`src/rtl/piso_4bit_tx.sv`:
```
// Parallel-in serial-out transmitter: takes a WIDTH-bit word on a valid/ready
// handshake and sends it MSB first, then pulses word_done for one cycle.
module piso_4bit_tx #(
    parameter int unsigned WIDTH = 4
) (
    input  logic             clk,
    input  logic             r_n,
    input  logic             clr,
    input  logic             din_valid,
    input  logic [WIDTH-1:0] din,
    output logic             din_ready,
    output logic             sout,
    output logic             sout_valid,
    output logic             word_done,
    output logic             busy
);

    localparam int unsigned CW = $clog2(WIDTH) + 1;
    localparam int unsigned IW = (WIDTH > 1) ? $clog2(WIDTH) : 1;

    typedef enum logic [1:0] {
        IDLE  = 2'd0,
        SHIFT = 2'd1,
        DONE  = 2'd2
    } state_t;

    state_t           state;
    state_t           state_nxt;
    logic [WIDTH-1:0] shreg;
    logic [WIDTH-1:0] shreg_nxt;
    logic [CW-1:0]    cnt;
    logic [CW-1:0]    cnt_nxt;
    logic             sout_nxt;
    logic             sout_valid_nxt;
    logic             word_done_nxt;
    logic             busy_nxt;
    logic [IW-1:0]    idx;

    // Ready is a combinational view of the registered state, forced low in reset.
    assign din_ready = r_n && !clr && ((state == IDLE) || (state == DONE));

    // Bit presented on the next cycle: the counter still holds the current bit's index.
    assign idx = IW'(cnt - CW'(1));

    always_ff @(posedge clk or negedge r_n) begin
        if (!r_n) begin
            state <= IDLE;
        end else begin
            state <= state_nxt;
        end
    end

    always_comb begin
        state_nxt      = state;
        shreg_nxt      = shreg;
        cnt_nxt        = cnt;
        sout_nxt       = 1'b0;
        sout_valid_nxt = 1'b0;
        word_done_nxt  = 1'b0;
        busy_nxt       = 1'b0;

        if (clr) begin
            state_nxt = IDLE;
            cnt_nxt   = '0;
        end else begin
            case (state)
                IDLE, DONE: begin
                    if (din_valid) begin
                        state_nxt      = SHIFT;
                        shreg_nxt      = din;
                        cnt_nxt        = CW'(WIDTH - 1);
                        sout_nxt       = din[WIDTH-1];
                        sout_valid_nxt = 1'b1;
                        busy_nxt       = 1'b1;
                    end else begin
                        state_nxt = IDLE;
                    end
                end
                SHIFT: begin
                    // Captured word is held static; the counter selects the bit.
                    if (cnt == '0) begin
                        state_nxt     = DONE;
                        word_done_nxt = 1'b1;
                    end else begin
                        cnt_nxt        = cnt - CW'(1);
                        sout_nxt       = shreg[idx];
                        sout_valid_nxt = 1'b1;
                        busy_nxt       = 1'b1;
                    end
                end
                default: begin
                    state_nxt = IDLE;
                    cnt_nxt   = '0;
                end
            endcase
        end
    end

    always_ff @(posedge clk or negedge r_n) begin
        if (!r_n) begin
            shreg      <= '0;
            cnt        <= '0;
            sout       <= 1'b0;
            sout_valid <= 1'b0;
            word_done  <= 1'b0;
            busy       <= 1'b0;
        end else begin
            shreg      <= shreg_nxt;
            cnt        <= cnt_nxt;
            sout       <= sout_nxt;
            sout_valid <= sout_valid_nxt;
            word_done  <= word_done_nxt;
            busy       <= busy_nxt;
        end
    end

endmodule

```
`config.mk`:
```
export PLATFORM = sky130hd
export DESIGN_NAME = piso_4bit_tx
export DESIGN_NICKNAME = d
export VERILOG_FILES = /design/src/rtl/piso_4bit_tx.sv
export SDC_FILE = /design/constraint.sdc
export NUM_CORES = 1
export LEC_CHECK = 0
export CORE_AREA = 2 2 39 41
export CTS_CLUSTER_DIAMETER = 50
export CTS_CLUSTER_SIZE = 24
export DETAILED_ROUTE_END_ITERATION = 10
export DIE_AREA = 0 0 41 43
export GPL_TIMING_DRIVEN = 0
export PLACE_DENSITY = 0.82
export SETUP_SLACK_MARGIN = 0.1
export SYNTH_ARGS = -nofsm -noshare
export SYNTH_HDL_FRONTEND = slang
export SYNTH_SLANG_ARGS = --single-unit
```
`constraint.sdc`:
```
create_clock -name clk -period 1.9 [get_ports clk]
set_input_delay 0.38 -clock clk [delete_from_list [all_inputs] [get_ports clk]]
set_output_delay 0.38 -clock clk [all_outputs]
set_load 0.01 [all_outputs]
```
==> impl_metrics.tcl, run 1 <==
set metrics [dict create \
    synthDominantCellAreaShare 0.5298 \
    final_common_cell "dfrtp_1" \
    layout_common_cells "dfrtp_1, clkdlybuf4s50_1, inv_1, mux2_2" \
    fp.dieH_um 43 \
    cts_setup_buffers 0 \
    cp-start-kind "register" \
    num_vias 368 \
    die_x_um 41 \
    synth_warnings 0 \
    grt_antenna_before_repair 0 \
    nets 72 \
    maxSlewViolCount 0 \
    fin_skew_ps 4.792 \
    finalPower_mw 0.6726 \
    grt_pass1_wl_mm 1.524 \
    dp_hpwl_um 738.3 \
    clock_sinks 12 \
    synthTopCellsByArea "dfrtp_1, mux2_2, ha_1" \
    power.density_nw_per_um2 888.6 \
    min_period_over_period 0.8892 \
    routed_wl_um 919 \
    grt_pass1_vias 378 \
    preCtsSetupSlack_ps -540.0 \
    insertion_delay_ps 260 \
    n_antenna_cell 0 \
    cp_num_cells 6 \
    clock-root-buffer "clkbuf_4" \
    ys_types 20 \
    synthesis.nets 54 \
    start_util 0.4096 \
    port_buffers 12 \
    critPathRequiredTime_ps 2050 \
    synth_area_per_cell_um2 12.88 \
    setup_violations 0 \
    max-cap-violations 0 \
    ys_ff_latch 12 \
    drive_gt1_frac 0.3115 \
    worstPathMaxFanout 3 \
    slowest_delay_ps 410 \
    path_clk_slew_ps 70 \
    layout_min_cycle_time_ps 1689 \
    synth_area_um2 566.8 \
    cts_tree "built" \
    routed_via_density 4.779 \
    drc 0 \
    hold_viol 0 \
    worstPathCellList "inv_1 -> ha_1 -> ha_2 -> nand3b_1 -> a21oi_4 -> mux2_1" \
    crit_path_end_kind "register" \
    crit_family "flip-flops" \
    worstPathArrival_ps 1830 \
    grt_max_degree 13 \
    path_class "register to register" \
    coreArea_um2 1384 \
    fmax_ghz 0.5919 \
    pin_count 13 \
    ys_seq_area_frac 0.5298 \
    slew_headroom 0.6496 \
    drt_iter0_drc 2 \
    cellLeakagePower_nw 0.3357 \
    die_area_um2 1763 \
    postSynthCellCount 44 \
    rsz0062_at_grt "no" \
    crit_buf_inv 1 \
    synth_top_cell_by_area "dfrtp_1" \
    ant_nets 0 \
    gr-total-overflow 0 \
    numCtsBuffers 3 \
    first_pass_iters 2 \
    worst_slew_pin_slew_ps 523.8 \
    hp-class "register to register" \
    grt_usage 0.1385 \
    worstRegToRegCells 6 \
    cp_slowest_cell "dfrtp_1" \
    irDropWorstVdd_mv 0.3584 \
    area_growth_pct 33.55 \
    gp_congestion 0.7196 \
    clockBufferDepth 2 \
    fp-row-count 14 \
    detail_route.wl_per_cell_um 11.94 \
    cts_max_level 1 \
    finalWorstSetupSlack_ps 210.6 \
    status "complete, no violations" \
    hold_depth 1 \
    fillers 123 \
]
==> worst register-to-register path: stages (launching register included) <==
cell      delay (ps)
dfrtp_1          410
inv_1             90
ha_1             150
ha_2             210
nand3b_1         140
a21oi_4          220
mux2_1           350
==> where the power goes <==
part	internal [mW]	switching (mW)
registers	0.293	0.0224
clock network	0.116	0.0772
logic	0.0974	0.0659
total	0.507	0.166
==> logic make-up (layout without fill, tap and decap cells) <==
| group | Yosys count | count (layout) | synth area share |
|---|---|---|---|
| AOI/OAI and AO/OA | 4 | 4 | 0.04857 |
| adders and majority gates | 2 | 2 | 0.04414 |
| buffers and inverters | 5 | 22 | 0.03973 |
| DFF | 12 | 12 | 0.5298 |
| muxes | 8 | 8 | 0.1744 |
| and+or+nand+nor | 13 | 13 | 0.1634 |
==> area by class of cell <==
type	instances	area (um^2)	area share
Buffer	1	7.507	0.009917
Clock buffer	4	36.28	0.04793
Inverter	4	15.01	0.01983
Multi-Input combinational cell	27	254.0	0.3355
Sequential cell	12	301.5	0.3983
Tap cell	16	20.02	0.02645
Timing Repair Buffer	13	122.6	0.1620
==> through the flow <==
stage,area (um^2),hold WS [ps],utilization,TNS (ps),cells
final,757.0,506.7,0.5470,0,77
after global routing,757.0,527.6,0.5470,0,77
after CTS,747.0,509.9,0.5398,0,77
after detailed placement,706.9,493.3,0.5109,-540.0,72
after global placement,706.9,475.1,0.5109,-493.6,72
after floorplan,566.8,84.41,-,0,44
==> flip-flops by register name, indices dropped and copies added, names as in the netlist <==
signal and cells:
busy 1, cnt 3, shreg 4, sout 1, state 2, word_done 1
==> cells in the mapped netlist <==
cell,count
nand3b_1,1
mux4_2,1
or3b_4,1
a21oi_2,1
inv_1,4
mux2i_1,2
ha_1,2
buf_4,1
o21ai_0,2
mux2_2,4
dfrtp_1,12
nor2_1,3
nor3b_1,1
nor2_4,1
or2_2,2
nor3b_2,1
nand2b_1,2
or2_1,1
mux2_1,1
a22o_1,1
==> repair_timing <==
action	CTS	global route
setup endpoints to repair	1	1
hold buffers	1	0
endpoints found under the hold margin	12	0
gates resized for setup	8	2
==> layer usage <==
layer | vias to the layer above | wire (um) | track usage
met5 | - | 0 | 0
met4 | 0 | 20 | 0.1200
met3 | 2 | 54 | 0.01571
met2 | 12 | 493 | 0.2281
met1 | 168 | 351 | 0.1414
li1 | 186 | - | -
==> path summary, 6_finish.rpt <==
check	startpoint	endpoint	slack [ps]
max in group asynchronous	r_n	state[0]	910
min in group asynchronous	r_n	cnt[1]	610
worst min register to register	shreg[2]	shreg[2]	510
worst min-delay path	shreg[2]	shreg[2]	510
worst max-delay path	cnt[0]	cnt[2]	210
worst max register to register	cnt[0]	cnt[2]	210
(Power assumes the default switching activity.)
==> run 2: changes to the inputs <==
--- a/config.mk
+++ b/config.mk
@@ -5,13 +5,15 @@
 export SDC_FILE = /design/constraint.sdc
 export NUM_CORES = 1
 export LEC_CHECK = 0
-export CORE_AREA = 2 2 39 41
+export CELL_PAD_IN_SITES_DETAIL_PLACEMENT = 2
+export CELL_PAD_IN_SITES_GLOBAL_PLACEMENT = 2
+export CORE_MARGIN = 2
+export CORE_UTILIZATION = 33
 export CTS_CLUSTER_DIAMETER = 50
 export CTS_CLUSTER_SIZE = 24
 export DETAILED_ROUTE_END_ITERATION = 10
-export DIE_AREA = 0 0 41 43
 export GPL_TIMING_DRIVEN = 0
-export PLACE_DENSITY = 0.82
+export PLACE_DENSITY_LB_ADDON = 0.1
 export SETUP_SLACK_MARGIN = 0.1
 export SYNTH_ARGS = -nofsm -noshare
 export SYNTH_HDL_FRONTEND = slang
==> constraint.sdc (replaced) <==
create_clock -name clk -period 2 [get_ports clk]
set_input_delay 0.4 -clock clk [delete_from_list [all_inputs] [get_ports clk]]
set_output_delay 0.4 -clock clk [all_outputs]
set_load 0.01 [all_outputs]
==> impl_metrics.tcl, run 2 (same netlist as run 1, synthesis figures left out) <==
set metrics [dict create \
    cp-startpoint "cnt[0]" \
    numCtsBuffers 3 \
    maxSlewViolCount 0 \
    p_seq_frac 0.498 \
    first_pass_iters 2 \
    nets 73 \
    grt_pass1_wl_mm 2.035 \
    irDropWorstVdd_mv 0.3536 \
    layout_common_cells "dfrtp_1, clkdlybuf4s50_1, inv_1, mux2_2" \
    switching_share 0.2689 \
    cp-start-kind "register" \
    coreArea_um2 1559 \
    clock_power_share 0.236 \
    num_vias 402 \
    cellLeakagePower_nw 0.3326 \
    path_class "register to register" \
    port_buffers 12 \
    setup_violations 0 \
    n_antenna_cell 0 \
    slew_headroom 0.6754 \
    ant_nets 0 \
    start_util 0.3636 \
    drc 0 \
    regMostFlops "shreg" \
    area_growth_pct 32.89 \
    fmax_ghz 0.5694 \
    routed_via_density 5.221 \
    die_x_um 45.45 \
    worstPathCellList "inv_1 -> ha_1 -> ha_2 -> nand3b_1 -> a21oi_4 -> mux2_1" \
    min_period_over_period 0.8781 \
    critPathRequiredTime_ps 2150 \
    crit_buf_inv 1 \
    pwr-share-comb 0.265 \
    pin_count 13 \
    worst_slew_pin_slew_ps 484.8 \
    finalPower_mw 0.6061 \
    grt_usage 0.1538 \
    cp_slowest_cell "dfrtp_1" \
    max-cap-violations 0 \
    die_area_um2 2065 \
    cts_max_level 1 \
    reg_top3 "shreg (4), cnt (3), state (2)" \
    clock-root-buffer "clkbuf_4" \
    gp_congestion 0.6336 \
    routed_wl_mm 1.222 \
    place_area_um2 706.9 \
    hold_viol 0 \
    fin_skew_ps 6.489 \
    insertion_delay_ps 270 \
    layout_min_cycle_time_ps 1756 \
    worstHoldStart "cnt[2]" \
    dp_hpwl_um 949.4 \
    reg2reg_from "cnt[0]" \
    fillers 153 \
    hp-class "register to register" \
    drt_iter0_drc 4 \
    cts_setup_buffers 0 \
    power.density_nw_per_um2 804.6 \
    clock_sinks 12 \
    grt_max_degree 8 \
    path_clk_slew_ps 70 \
    final_common_cell "dfrtp_1" \
    final_area_um2 753.2 \
    worstPathArrival_ps 1910 \
    gr-total-overflow 0 \
    slowest_delay_ps 420 \
    status "complete, no violations" \
    grt_pass1_vias 418 \
    holdWs_ps 500.7 \
    crit_family "flip-flops" \
    drive_gt1_frac 0.2951 \
    fp-row-count 14 \
    worstPathMaxFanout 3 \
    rsz0062_at_grt "no" \
    fp.dieH_um 45.45 \
    p_sw_mw 0.1629 \
    detail_route.wl_per_cell_um 15.87 \
    p_int_mw 0.4431 \
    crit_path_end_kind "register" \
    clockBufferDepth 2 \
    largest_reg_flops 4 \
    cts_tree "built" \
    grt_antenna_before_repair 0 \
]
==> run 2: repair_timing <==
action                                  CTS  global route
endpoints found under the hold margin     6             0
gates cloned                              0             0
hold buffers                              2             0
endpoints found under the setup margin    1             1
resized for setup                         8             2
==> run 2: final timing paths <==
kind                            endpoint  slack [ps]  depth (start not counted)
worst max-delay path              cnt[2]         240                          6
worst min-delay path              cnt[2]         500                          1
worst max register to register    cnt[2]         240                          6
worst min register to register    cnt[2]         500                          1
max in group asynchronous       state[0]        1200                          2
min in group asynchronous           busy         560                          2
==> run 2: stage by stage <==
stage | util | worst slack (ps) | std cells | TNS (ps)
2_1_floorplan | - | 426.7 | 44 | 0
3_3_place_gp | 0.4535 | -429.5 | 72 | -429.5
3_5_place_dp | 0.4535 | -483.8 | 72 | -483.8
4_1_cts | 0.4767 | 172.3 | 77 | 0
5_1_grt | 0.4831 | 118.0 | 77 | 0
6_report | 0.4831 | 243.8 | 77 | 0
==> run 2: final cells by class <==
type / count / area [um^2] / share of cell area
sequential: 12 / 301.5 / 0.4003
multi-input combinational: 27 / 254.0 / 0.3372
timing repair buffer: 14 / 132.6 / 0.1761
clock buffer: 3 / 22.52 / 0.02990
tap: 16 / 20.02 / 0.02658
inverter: 4 / 15.01 / 0.01993
buffer: 1 / 7.507 / 0.009967
==> run 2: per-layer routing <==
metal | up-vias | GRT usage | share of wire | wire, um
li1 | 186 | - | - | -
met1 | 200 | 0.1738 | 0.41 | 497
met5 | - | 0 | 0 | 0
met3 | 5 | 0.05952 | 0.047 | 57
met2 | 11 | 0.2451 | 0.52 | 634
met4 | 0 | 0.08824 | 0.026 | 32
==> run 2: power groups by stage <==
stage / logic, mW / registers (mW) / clock network [mW]
5_1_grt: 0.179 / 0.307 / 0.163
3_3_place_gp: 0.150 / 0.302 / 0
2_1_floorplan: 0.0971 / 0.301 / 0
3_5_place_dp: 0.160 / 0.307 / 0
4_1_cts: 0.160 / 0.303 / 0.153
6_report: 0.161 / 0.302 / 0.143
==> run 2: worst register-to-register path, cell delays in order, from the launching register on <==
cell and delay [ps]:
dfrtp_1 420, inv_1 100, ha_1 160, ha_2 220
nand3b_1 150, a21oi_4 240, mux2_1 340
